==> src/rtl/dbus_master_if_pkg.sv <==
// Shared constants and state encoding for the MEM-stage data-bus master.
// Latency: n/a (declarations only).
// Backpressure: n/a.
package dbus_master_if_pkg;

   localparam int   STALL_W   = 6;      // pipeline stall vector width
   localparam int   MEM_STAGE = 4;      // stall bit owned by the MEM stage
   localparam int   CNT_W     = 8;      // timeout counter width

   localparam logic STOP       = 1'b1;
   localparam logic NOT_STOP   = 1'b0;
   localparam logic RST_ENABLE = 1'b1;

   localparam logic [31:0] ZERO_WORD = 32'h0000_0000;

   localparam logic WRITE_ENABLE  = 1'b1;
   localparam logic WRITE_DISABLE = 1'b0;

   typedef enum logic [1:0] {
      DBUS_IDLE       = 2'b00,
      DBUS_BUSY       = 2'b01,
      DBUS_WAIT_STALL = 2'b10
   } dbus_state_t;

endpackage

==> src/rtl/dbus_master_if.sv <==
// MEM-stage data-bus master: turns a single-cycle load/store into a Wishbone-style cycle.
// Latency: stb one cycle after the request; data returned combinationally in the ack cycle.
// Backpressure: stallreq_o holds MEM while the bus is busy; rd_buf keeps load data while later stages stall.
//
// Ports:
//   clk, rst          rising-edge clock, synchronous active-high reset
//   stall             pipeline stall vector (bit 4 = MEM stage)
//   cpu_*_i / _o      MEM-stage request and load data return
//   stallreq_o        MEM-stage stall request to the pipeline controller
//   bus_err_o         one-cycle pulse after a timeout abort
//   bus_*             registered Wishbone-style master signals, bus_dat_i/bus_ack_i from slave
module dbus_master_if
   import dbus_master_if_pkg::*;
#(
   parameter int TIMEOUT_CYCLES = 255
) (
   input  logic               clk,
   input  logic               rst,
   input  logic [STALL_W-1:0] stall,
   input  logic               cpu_ce_i,
   input  logic               cpu_we_i,
   input  logic [31:0]        cpu_addr_i,
   input  logic [3:0]         cpu_sel_i,
   input  logic [31:0]        cpu_data_i,
   output logic [31:0]        cpu_data_o,
   output logic               stallreq_o,
   output logic               bus_err_o,
   output logic [31:0]        bus_adr_o,
   output logic [31:0]        bus_dat_o,
   output logic               bus_we_o,
   output logic [3:0]         bus_sel_o,
   output logic               bus_stb_o,
   output logic               bus_cyc_o,
   input  logic [31:0]        bus_dat_i,
   input  logic               bus_ack_i
);

   localparam logic [CNT_W-1:0] CNT_LAST = CNT_W'(TIMEOUT_CYCLES - 1);

   dbus_state_t      state, state_nxt;
   logic [CNT_W-1:0] cnt;
   logic [31:0]      rd_buf;

   logic start;     // request accepted in IDLE
   logic ack_hit;   // slave acked while BUSY
   logic abort;     // timeout expired without ack

   // Only the MEM-stage bit of the stall vector matters here.
   logic unused_stall;
   assign unused_stall = ^{stall[STALL_W-1:MEM_STAGE+1], stall[MEM_STAGE-1:0]};

   always_ff @(posedge clk) begin
      if (rst == RST_ENABLE) begin
         state <= DBUS_IDLE;
      end else begin
         state <= state_nxt;
      end
   end

   always_comb begin
      state_nxt  = state;
      stallreq_o = 1'b0;
      cpu_data_o = ZERO_WORD;
      start      = 1'b0;
      ack_hit    = 1'b0;
      abort      = 1'b0;

      case (state)
         DBUS_IDLE: begin
            stallreq_o = cpu_ce_i;
            if (cpu_ce_i) begin
               start     = 1'b1;
               state_nxt = DBUS_BUSY;
            end
         end

         DBUS_BUSY: begin
            // Ack takes priority over a timeout landing in the same cycle.
            if (bus_ack_i) begin
               ack_hit = 1'b1;
               if (bus_we_o == WRITE_DISABLE) begin
                  cpu_data_o = bus_dat_i;
               end
               state_nxt = (stall[MEM_STAGE] == STOP) ? DBUS_WAIT_STALL : DBUS_IDLE;
            end else if (cnt == CNT_LAST) begin
               abort     = 1'b1;
               state_nxt = (stall[MEM_STAGE] == STOP) ? DBUS_WAIT_STALL : DBUS_IDLE;
            end else begin
               stallreq_o = 1'b1;
            end
         end

         DBUS_WAIT_STALL: begin
            // MEM is frozen by a later stage; keep presenting the returned data.
            cpu_data_o = rd_buf;
            if (stall[MEM_STAGE] == NOT_STOP) begin
               state_nxt = DBUS_IDLE;
            end
         end

         default: begin
            state_nxt = DBUS_IDLE;
         end
      endcase
   end

   always_ff @(posedge clk) begin
      if (rst == RST_ENABLE) begin
         bus_adr_o <= ZERO_WORD;
         bus_dat_o <= ZERO_WORD;
         bus_we_o  <= WRITE_DISABLE;
         bus_sel_o <= 4'b0000;
         bus_stb_o <= 1'b0;
         bus_cyc_o <= 1'b0;
         bus_err_o <= 1'b0;
         rd_buf    <= ZERO_WORD;
         cnt       <= '0;
      end else begin
         bus_err_o <= abort;
         if (start) begin
            bus_adr_o <= cpu_addr_i;
            bus_dat_o <= cpu_data_i;
            bus_we_o  <= cpu_we_i;
            bus_sel_o <= cpu_sel_i;
            bus_stb_o <= 1'b1;
            bus_cyc_o <= 1'b1;
            cnt       <= '0;
         end else if (ack_hit || abort) begin
            bus_adr_o <= ZERO_WORD;
            bus_dat_o <= ZERO_WORD;
            bus_we_o  <= WRITE_DISABLE;
            bus_sel_o <= 4'b0000;
            bus_stb_o <= 1'b0;
            bus_cyc_o <= 1'b0;
            // Stores and aborted loads leave nothing to return.
            rd_buf    <= (ack_hit && (bus_we_o == WRITE_DISABLE)) ? bus_dat_i : ZERO_WORD;
         end else if ((state == DBUS_BUSY) && (cnt != '1)) begin
            cnt <= cnt + 1'b1;
         end
      end
   end

endmodule

==> config.mk <==
export PLATFORM = sky130hd
export DESIGN_NAME = dbus_master_if
export DESIGN_NICKNAME = d
export VERILOG_FILES = /design/src/rtl/dbus_master_if_pkg.sv /design/src/rtl/dbus_master_if.sv
export SDC_FILE = /design/constraint.sdc
export NUM_CORES = 1
export LEC_CHECK = 0
export ABC_AREA = 1
export CAP_MARGIN = 30
export CORE_UTILIZATION = 35
export DETAILED_ROUTE_END_ITERATION = 8
export GPL_TIMING_DRIVEN = 0
export HOLD_SLACK_MARGIN = 0.1
export PLACE_DENSITY = 0.72
export SLEW_MARGIN = 5
export SYNTH_ARGS = -nofsm -noshare
export SYNTH_HDL_FRONTEND = slang
export SYNTH_SLANG_ARGS = --single-unit
==> constraint.sdc <==
create_clock -name clk -period 4.4 [get_ports clk]
set_clock_uncertainty 0.1 [all_clocks]
set_input_delay 0.44 -clock clk [delete_from_list [all_inputs] [get_ports clk]]
set_output_delay 0.44 -clock clk [all_outputs]
set_load 0.05 [all_outputs]
==> results.md, run 1 <==
* Count leader, synth: nand2_1
* Vias per cell at 5.16
* CP startpoint: state[1]
* Area leader, netlist: dfxtp_1
* Hold Violations, Final at 0
* Core footprint at 14000 sq um
* Peak VDD IR at 0.263 mV
* Crit-path slowest cell: clkdlybuf4s50_1
* Critical path arrival at 3.14 ns
* Post-CTS Setup Bufs at 0
* # IOs at 216
* Initial antenna violation count at 0
* 1st-iter DRT viols at 417
* Root Buffer Master: clkbuf_16
* Wire per inst at 15.6 um
* Clock Sinks at 113
* DIE HEIGHT at 122 um
* Non-Filler Instances at 1125
* WP data required at 3.86 ns
* RSZ-0062 raised after global routing: no
* All-Layer GR Usage at 23.8%
* Endpoints failing setup at 0
* Drt drc at 0
* PostCTS Resize Cnt at 0
* Row count at 43
* Status: completed
* Flip-flop and latch area at 2260 sq um
* Fill count at 1331
* Vias at 5806
* Dominant cells by area after synthesis: dfxtp_1 45%, nand2_1 15%, a21oi_1 14%
* Cell area after synthesis at 5040 sq um
* Syn avg cell area at 7.16 sq um
* Pwr dens at 589 nW/um^2
* Async SR Flop Fraction at 0%
* CTS Buf Count at 17
* Finished Core Util at 56.8%
* Worst setup SP type: flop
* Clk slew on worst S/H paths at 0.06 ns
* Area occupied by multi-input gates at 2430 sq um
* Largest net degree at the start of global routing at 17
* # Max-Cap Violations at 0
* Final nets at 1048
* Placed Instances at 1093
* Clk_lat worst skew at 0.41 ns
* Die Span X at 122 um
* Top-area cell type share of the netlist area at 44.9%
* First-pass GRT wire length at 27200 um
* Cts hold-fix bufs at 0
* Seq/Total Area, Yosys at 44.9%
* Top post-synthesis cells by count: 201 x nand2_1, 143 x a21oi_1, 113 x dfxtp_1
* R2r startpoint: state[0]
* Number of synthesized flops with an enable pin at 0
* Crit path top cell by count: nand2_1
* Max-slew violations at 0
* CTS tree: yes
* Antenna viol nets, final at 0
* Post-layout min period at 3.68 ns
* Post-DP HPWL at 12400 um
* Fin crit share at 83.7%
* Htree depth at 4
* Die footprint at 14900 sq um
* Fmax at 271 MHz
* Maximum buffer depth of the clock tree at 2
* ANT cells at 0
* CP Capture Type: output pin
* Post-synthesis register bit count at 113
* Grt ovf at 0
* WL final at 17500 um
* CP Max Fanout at 10
* Tightest Hold Check Type: flop to flop
* YS warnings at 0
* Worst slew pin tran at 0.589 ns
* HP Start: rd_buf[16]
* Area grow syn2layout at 57.8%
* Netlist cell types at 26
* Pleak at 0.00285 uW
* Crit-path cells: inv_1 -> ha_1 -> nand2_1 -> nor2_1 -> buf_2 -> nand2_1 -> a21oi_1 -> clkdlybuf4s50_1
* Vias in the first global route at 5319
* Syn nets at 820
* Layout cells sized above 1 at 5.71%
* Design area at 7950 sq um
* RD Place Congestion at 0.816
* Headroom to the max-slew limit at 60.7%
* Setup TNS at 0 ns
* Placed inst area at 7360 sq um
* Post-synthesis instance total at 704
* Critical path class: flop to output pin
* Total power at 4680 uW
* Max incr delay on CP at 0.84 ns
* I/O Buffers at 209
* Initial Util at 36.0%
* Top_reg_cell synth: dfxtp_1
* Drt first pass iters at 7
cell usage in the layout (no fill, tap or decap), types with 2 or more instances in the layout:
cell | synthesis | final
a21oi_1 | 143 | 143
buf_2 | 9 | 9
buf_4 | 3 | 3
buf_6 | 4 | 4
bufinv_16 | 0 | 3
clkbuf_1 | 47 | 48
clkbuf_16 | 0 | 17
clkdlybuf4s50_1 | 0 | 209
clkinv_2 | 0 | 4
clkinvlp_4 | 0 | 5
dfxtp_1 | 113 | 113
ha_1 | 5 | 5
inv_1 | 13 | 13
nand2_1 | 201 | 201
nand3_1 | 37 | 37
nand3b_1 | 2 | 2
nand4_1 | 72 | 72
nor2_1 | 40 | 40
nor2_2 | 2 | 2
o21ai_0 | 2 | 2
final timing paths:
kind / to / slack, ns / cells after the start
hold reg to reg: rd_buf[16] / 0.38 / 2
setup reg to reg: rd_buf[25] / 2.17 / 7
setup / recovery: cpu_data_o[28] / 0.72 / 8
hold / removal: rd_buf[16] / 0.38 / 2
metal layers:
layer | wire (um) | track usage, % | part of all wire [%]
met5 | 0 | 0 | 0
met1 | 7340 | 29.5 | 42
met3 | 1530 | 7.87 | 8.7
met4 | 454 | 10.6 | 2.6
met2 | 8190 | 37.4 | 47
cells by family (layout without fill, tap and decap cells):
family	Yosys count	count (layout)	share of synthesized area, %
XOR/XNOR	2	2	0.348
buffers and inverters	79	320	6.93
AND/OR/NAND/NOR	360	360	32.2
adder cells (fa/ha/maj)	5	5	1.24
AO/OA/AOI/OAI	145	145	14.4
flip-flops	113	113	44.9
critical path, delay by kind of cell (launching register included):
family,cells,cell delay (ns)
AOI/OAI and AO/OA,1,0.20
adders and majority gates,1,0.21
buffers and inverters,3,1.25
DFF,1,0.31
and+or+nand+nor,3,0.76
cell type report:
type | count | area share (%)
clock inverters | 14 | 2.08
clock buffers | 18 | 5.40
repair buffers | 209 | 26.3
multi-input cells | 512 | 30.5
well taps | 180 | 2.83
plain buffers | 64 | 3.68
flip-flops and latches | 113 | 28.5
inverters | 15 | 0.708
through the flow:
step	setup WS, ns	hold WS, ns
3_5_place_dp	0.784	0.368
5_1_grt	0.443	0.402
4_1_cts	0.641	0.382
3_3_place_gp	0.728	0.360
6_report	0.715	0.379
2_1_floorplan	1.92	0.351
report_power, final:
group / switching [uW] / internal (uW)
Clock: 499 / 886
Sequential: 101 / 1210
Combinational: 1370 / 612
registers in the layout, summed over array words and instances, names as in the netlist:
register and flops:
bus_adr_o 32, cnt 8, bus_sel_o 4, bus_dat_o 32, state 2, bus_err_o 1
bus_cyc_o 1, rd_buf 32, bus_we_o 1
(Power assumes the default switching activity.)
==> run 2: changes to the inputs <==
Settings changed: PLACE_DENSITY 0.72 to 0.75.
Clock period 4.4 ns to 3.29 ns, I/O delays scaled along.
==> results.md, run 2 (synthesis gave the netlist of run 1 again) <==
* # Max-Cap Violations at 0 (unchanged)
* M1 wire length at 7410 um (was 7340 um)
* Switch Pwr at 2610 uW (was 1970 uW)
* Internal Dissipation at 3750 uW (was 2710 uW)
* Status: completed (unchanged)
* Post-DP HPWL at 12200 um (was 12400 um)
* I/O Buffers at 209 (unchanged)
* Initial antenna violation count at 0 (unchanged)
* Switch share at 41.0% (was 42.2%)
* Vias in the first global route at 5430 (was 5319)
* Dpl ws at -0.204 ns (was 0.784 ns)
* Design area at 7860 sq um (was 7950 sq um)
* Headroom to the max-slew limit at 58.6% (was 60.7%)
* Worst setup SP type: flop (unchanged)
* Root Buffer Master: clkbuf_16 (unchanged)
* Initial Util at 36.0% (unchanged)
* Placed inst area at 7360 sq um (unchanged)
* Clk slew on worst S/H paths at 0.05 ns (was 0.06 ns)
* Endpoints failing setup at 0 (unchanged)
* WP data required at 2.86 ns (was 3.86 ns)
* Routed wl met3 at 1520 um (was 1530 um)
* Pleak at 0.00296 uW (was 0.00285 uW)
* Clock Sinks at 113 (unchanged)
* First-pass GRT wire length at 27700 um (was 27200 um)
* Combinational power share at 41.2% (was 42.5%)
* 1st-iter DRT viols at 356 (was 417)
* CP startpoint: state[0] (was state[1])
* CTS tree: yes (unchanged)
* DIE HEIGHT at 122 um (unchanged)
* R2R depth at 7 (unchanged)
* Grt ovf at 0 (unchanged)
* Die Span X at 122 um (unchanged)
* Worst slew pin tran at 0.621 ns (was 0.589 ns)
* R2R Path End: rd_buf[18] (was rd_buf[25])
* Clk_lat worst skew at 0.41 ns (about the same)
* Met2 routed wirelength at 8040 um (was 8190 um)
* Max-slew violations at 0 (unchanged)
* Top layer reached by signal wires: met4 (unchanged)
* Core footprint at 14000 sq um (unchanged)
* Clock power share at 31.2% (was 29.6%)
* Reg2reg setup slack at 0.99 ns (was 2.17 ns)
* Total power at 6360 uW (was 4680 uW)
* WHS at 0.371 ns (was 0.379 ns)
* Peak VDD IR at 0.410 mV (was 0.263 mV)
* R2r startpoint: state[0] (unchanged)
* Sequential power share at 27.5% (was 28.0%)
* Fmax at 322 MHz
* Row count at 43 (unchanged)
* Vias at 5774 (was 5806)
* Critical Path End: stallreq_o (was cpu_data_o[28])
* Critical path arrival at 2.68 ns (was 3.14 ns)
* CTS Buf Count at 17 (unchanged)
* Htree depth at 4 (unchanged)
* All-Layer GR Usage at 24.0% (was 23.8%)
* Antenna viol nets, final at 0 (unchanged)
* Final nets at 1047 (was 1048)
* Finished Core Util at 56.2% (was 56.8%)
* Drt drc at 0 (unchanged)
* Largest net degree at the start of global routing at 20 (was 17)
* Critical path class: flop to output pin (unchanged)
* Commonest cells after routing, fill and taps aside: 201 x nand2_1, 177 x clkdlybuf4s50_1, 143 x a21oi_1 (was 209 x clkdlybuf4s50_1, 201 x nand2_1, 143 x a21oi_1)
* Hold Violations, Final at 0 (unchanged)
* WL final at 17400 um (was 17500 um)
* Post-layout min period at 3.11 ns
* Fin crit share at 94.4%
* RD Place Congestion at 0.814 (was 0.816)
* ANT cells at 0 (unchanged)
* Cts hold-fix bufs at 0 (unchanged)
* CP Capture Type: output pin (unchanged)
* # IOs at 216 (unchanged)
* Area grow syn2layout at 55.9% (was 57.8%)
* Wire per inst at 15.5 um (was 15.6 um)
* Die footprint at 14900 sq um (unchanged)
* Drt first pass iters at 5 (was 7)
* Pwr dens at 810 nW/um^2 (was 589 nW/um^2)
* Fill count at 1334 (was 1331)
* Vias per cell at 5.14 (was 5.16)
* Hold path depth at 3 (was 2)
* Final setup margin at 0.184 ns (was 0.715 ns)
* Tightest Hold Check Type: input pin to flop (was flop to flop)
* CP Max Fanout at 19 (was 10)
* RSZ-0062 raised after global routing: no (unchanged)
* Post-CTS Setup Bufs at 0 (unchanged)
* Most common cell after layout, fill and taps aside: nand2_1 (was clkdlybuf4s50_1)
* Layout cells sized above 1 at 8.90% (was 5.71%)
* Maximum buffer depth of the clock tree at 2 (unchanged)
* Biggest registers after layout: bus_adr_o (32), bus_dat_o (32), rd_buf (32) (unchanged)
## run 2: cell count changes in the layout (fill, tap and decap cells not counted), moves of 2 or more
cell	delta
bufinv_16	+2
clkbuf_2	+29
clkdlybuf4s50_1	-32
clkinv_2	+2
clkinvlp_4	-4
dlymetal6s2s_1	+2
## run 2: per-stage QoR
step	TNS, ns	std cells
floorplan	0	704
global placement	-3.94	1093
detailed placement	-3.20	1093
CTS	0	1124
global route	0	1124
finish	0	1124
## run 2: per-layer routing
| metal | track usage (%) | vias to the layer above |
|---|---|---|
| met1 | 29.7 | 2667 |
| met4 | 10.3 | 0 |
| met3 | 7.87 | 36 |
| met5 | 0 | - |
| met2 | 37.9 | 220 |
| li1 | - | 2851 |
## run 2: cell type report
| class | count | area, sq um | area share (%) |
|---|---|---|---|
| tap | 180 | 225 | 2.87 |
| timing repair buffer | 209 | 1950 | 24.9 |
| multi-input combinational | 512 | 2430 | 31.0 |
| inverter | 15 | 56.3 | 0.717 |
| clock inverter | 12 | 188 | 2.39 |
| buffer | 63 | 289 | 3.68 |
| clock buffer | 20 | 447 | 5.69 |
| sequential | 113 | 2260 | 28.8 |
## run 2: worst max-delay path, cell delays in order, from the launching register on
cell	delay, ns
dfxtp_1	0.33
inv_1	0.07
ha_1	0.21
nand2_1	0.37
buf_2	0.46
nand2_1	0.11
clkdlybuf4s50_1	0.71
## run 2: worst min-delay path by stage
stage | from | endpoint
2_1_floorplan | rd_buf[0] | rd_buf[0]
3_3_place_gp | rd_buf[0] | rd_buf[0]
3_5_place_dp | rd_buf[22] | rd_buf[22]
4_1_cts | cpu_addr_i[2] | bus_adr_o[2]
5_1_grt | cpu_addr_i[15] | bus_adr_o[15]
6_report | cpu_addr_i[2] | bus_adr_o[2]
## run 2: what timing repair did
item / 4_1_cts / 5_1_grt
endpoints found under the hold margin: 0 / 0
gates resized for setup: 35 / 59
endpoints found under the setup margin: 33 / 32
## run 2: power groups by stage
| stage | registers (uW) | logic, uW | clock network, uW |
|---|---|---|---|
| finish | 1750 | 2620 | 1990 |
| global route | 1780 | 2830 | 2080 |
| CTS | 1750 | 2630 | 2010 |
| detailed placement | 1770 | 2650 | 0 |
| global placement | 1760 | 2630 | 0 |
| floorplan | 2280 | 1210 | 0 |
==> run 3: changes to the inputs <==
Settings changed: CORE_ASPECT_RATIO set to 1.25, SETUP_SLACK_MARGIN set to 0.15, SKIP_CTS_REPAIR_TIMING set to 1.
==> results.md, run 3 (synthesis gave the netlist of run 1 again) <==
* Status: completed (unchanged)
* Die Span X at 109 um (was 122 um)
* Crit-path slowest cell: dlymetal6s2s_1 (was clkdlybuf4s50_1)
* Hold Violations, Final at 0 (unchanged)
* Finished Core Util at 56.2% (about the same)
* R2r startpoint: state[0] (unchanged)
* HP Start: cpu_addr_i[15] (was cpu_addr_i[2])
* CP Max Fanout at 10 (was 19)
* Worst setup SP type: flop (unchanged)
* Clk_lat worst skew at 0.40 ns (was 0.41 ns)
* First-pass GRT wire length at 26000 um (was 27700 um)
* Drt drc at 0 (unchanged)
* Critical path arrival at 2.59 ns (was 2.68 ns)
* Delay-heaviest family, CP: buffers and inverters (unchanged)
* Area grow syn2layout at 55.4% (was 55.9%)
* Htree depth at 4 (unchanged)
* DIE HEIGHT at 136 um (was 122 um)
* Root Buffer Master: clkbuf_16 (unchanged)
* # Max-Cap Violations at 0 (unchanged)
* Max-slew violations at 0 (unchanged)
* Initial antenna violation count at 0 (unchanged)
* Pwr dens at 789 nW/um^2 (was 810 nW/um^2)
* Core footprint at 13900 sq um (was 14000 sq um)
* Wire per inst at 14.9 um (was 15.5 um)
* Final nets at 1047 (unchanged)
* Headroom to the max-slew limit at 58.9% (was 58.6%)
* Post-layout min period at 3.02 ns (was 3.11 ns)
* Drt first pass iters at 5 (unchanged)
* R2R Path End: rd_buf[11] (was rd_buf[18])
* Largest net degree at the start of global routing at 17 (was 20)
* Endpoints failing setup at 0 (unchanged)
* Layout cells sized above 1 at 8.79% (was 8.90%)
* Reg2reg setup slack at 1.10 ns (was 0.99 ns)
* Flip-flop and latch area at 2260 sq um (unchanged)
* CTS Buf Count at 17 (unchanged)
* All-Layer GR Usage at 22.4% (was 24.0%)
* Grt ovf at 0 (unchanged)
* Design area at 7830 sq um (was 7860 sq um)
* Worst slew pin tran at 0.616 ns (was 0.621 ns)
* Biggest registers after layout: bus_adr_o (32), bus_dat_o (32), rd_buf (32) (unchanged)
* WL final at 16700 um (was 17400 um)
* Crit-path cells: inv_1 -> ha_1 -> nand2_1 -> nor2_4 -> buf_2 -> nand2_1 -> a21oi_1 -> dlymetal6s2s_1 (was inv_1 -> ha_1 -> nand2_1 -> buf_2 -> nand2_1 -> clkdlybuf4s50_1)
* Area occupied by multi-input gates at 2430 sq um (unchanged)
* Antenna viol nets, final at 0 (unchanged)
* Crit path top cell by count: nand2_1 (unchanged)
* Pleak at 0.00299 uW (was 0.00296 uW)
* Most common cell after layout, fill and taps aside: nand2_1 (unchanged)
* Setup TNS at 0 ns (unchanged)
* Placed Instances at 1088 (was 1093)
* Clk slew on worst S/H paths at 0.06 ns (was 0.05 ns)
* Maximum buffer depth of the clock tree at 2 (unchanged)
* Row count at 48 (was 43)
* R2R depth at 7 (unchanged)
* # IOs at 216 (unchanged)
* Tightest Hold Check Type: input pin to flop (unchanged)
* Total power at 6180 uW (was 6360 uW)
* CTS tree: yes (unchanged)
* Placed inst area at 7350 sq um (was 7360 sq um)
* Fin crit share at 91.9% (was 94.4%)
* WP data required at 2.86 ns (about the same)
* CP Capture Type: output pin (unchanged)
* 1st-iter DRT viols at 415 (was 356)
* RSZ-0062 raised after global routing: yes (was no)
* ANT cells at 0 (unchanged)
* Critical path class: flop to output pin (unchanged)
* Die footprint at 14900 sq um (about the same)
* Non-Filler Instances at 1119 (was 1124)
* Fmax at 331 MHz (was 322 MHz)
* Initial Util at 36.2% (was 36.0%)
* Vias in the first global route at 5316 (was 5430)
* Max incr delay on CP at 0.45 ns (was 0.71 ns)
* Vias per cell at 5.09 (was 5.14)
* RD Place Congestion at 0.847 (was 0.814)
* Commonest cells after routing, fill and taps aside: 201 x nand2_1, 176 x clkdlybuf4s50_1, 143 x a21oi_1 (was 201 x nand2_1, 177 x clkdlybuf4s50_1, 143 x a21oi_1)
* WP buf/inv at 3 (unchanged)
* Clock Sinks at 113 (unchanged)
* Hold Path End: bus_adr_o[15] (was bus_adr_o[2])
* Post-DP HPWL at 12000 um (was 12200 um)
* I/O Buffers at 209 (unchanged)
* Peak VDD IR at 0.473 mV (was 0.410 mV)
* Hold path depth at 3 (unchanged)
* Vias at 5700 (was 5774)
* Fill count at 1365 (was 1334)
==> run 3: changes by cell type in the layout (fill, tap and decap cells not counted), moves of 2 or more <==
cell	before	now
clkbuf_2	29	27
clkinvlp_4	1	4
clkinv_4	0	4
clkinv_2	6	1
clkbuf_1	49	47
dlymetal6s2s_1	2	6
bufinv_16	5	2
inv_6	0	3
==> run 3: stage by stage <==
stage,hold WS [ns],setup WS (ns)
after floorplan,0.351,0.924
after global placement,0.361,-0.164
after detailed placement,0.368,-0.147
after CTS,0.364,-0.300
after global routing,0.376,0.0683
final,0.377,0.268
==> run 3: worst max-delay path by stage <==
stage,cells after the start,start,slack (ns),endpoint
final,8,state[1],0.27,cpu_data_o[31]
after global routing,8,state[1],0.07,cpu_data_o[31]
after CTS,8,state[1],-0.30,cpu_data_o[31]
after detailed placement,7,bus_ack_i,-0.15,cpu_data_o[31]
after global placement,7,bus_ack_i,-0.16,cpu_data_o[31]
after floorplan,7,state[1],0.92,cpu_data_o[0]
==> run 3: per-layer routing <==
layer	GRT usage, %	vias to the layer above	share of wire, %
met5	0	-	0
met4	7.48	0	1.4
met3	7.57	17	9.3
met2	38.2	219	48
met1	26.1	2613	41
li1	-	2851	-
==> run 3: worst min-delay path: cells and delay by family <==
family / cells / cell delay (ns)
compound gates: 1 / 0.05
buf+inv: 1 / 0.39
simple gates: 1 / 0.06
==> run 3: area by class of cell <==
type | count | share of cell area [%]
Inverter | 15 | 0.719
Sequential cell | 113 | 28.9
Clock buffer | 18 | 5.61
Multi-Input combinational cell | 512 | 31.1
Timing Repair Buffer | 209 | 25.2
Buffer | 63 | 3.72
Tap cell | 175 | 2.80
Clock inverter | 14 | 2.00
==> run 3: where the power goes <==
group	switching, uW	internal [uW]	total (uW)
combinational	1810	789	2600
sequential	131	1610	1750
clock	692	1140	1840
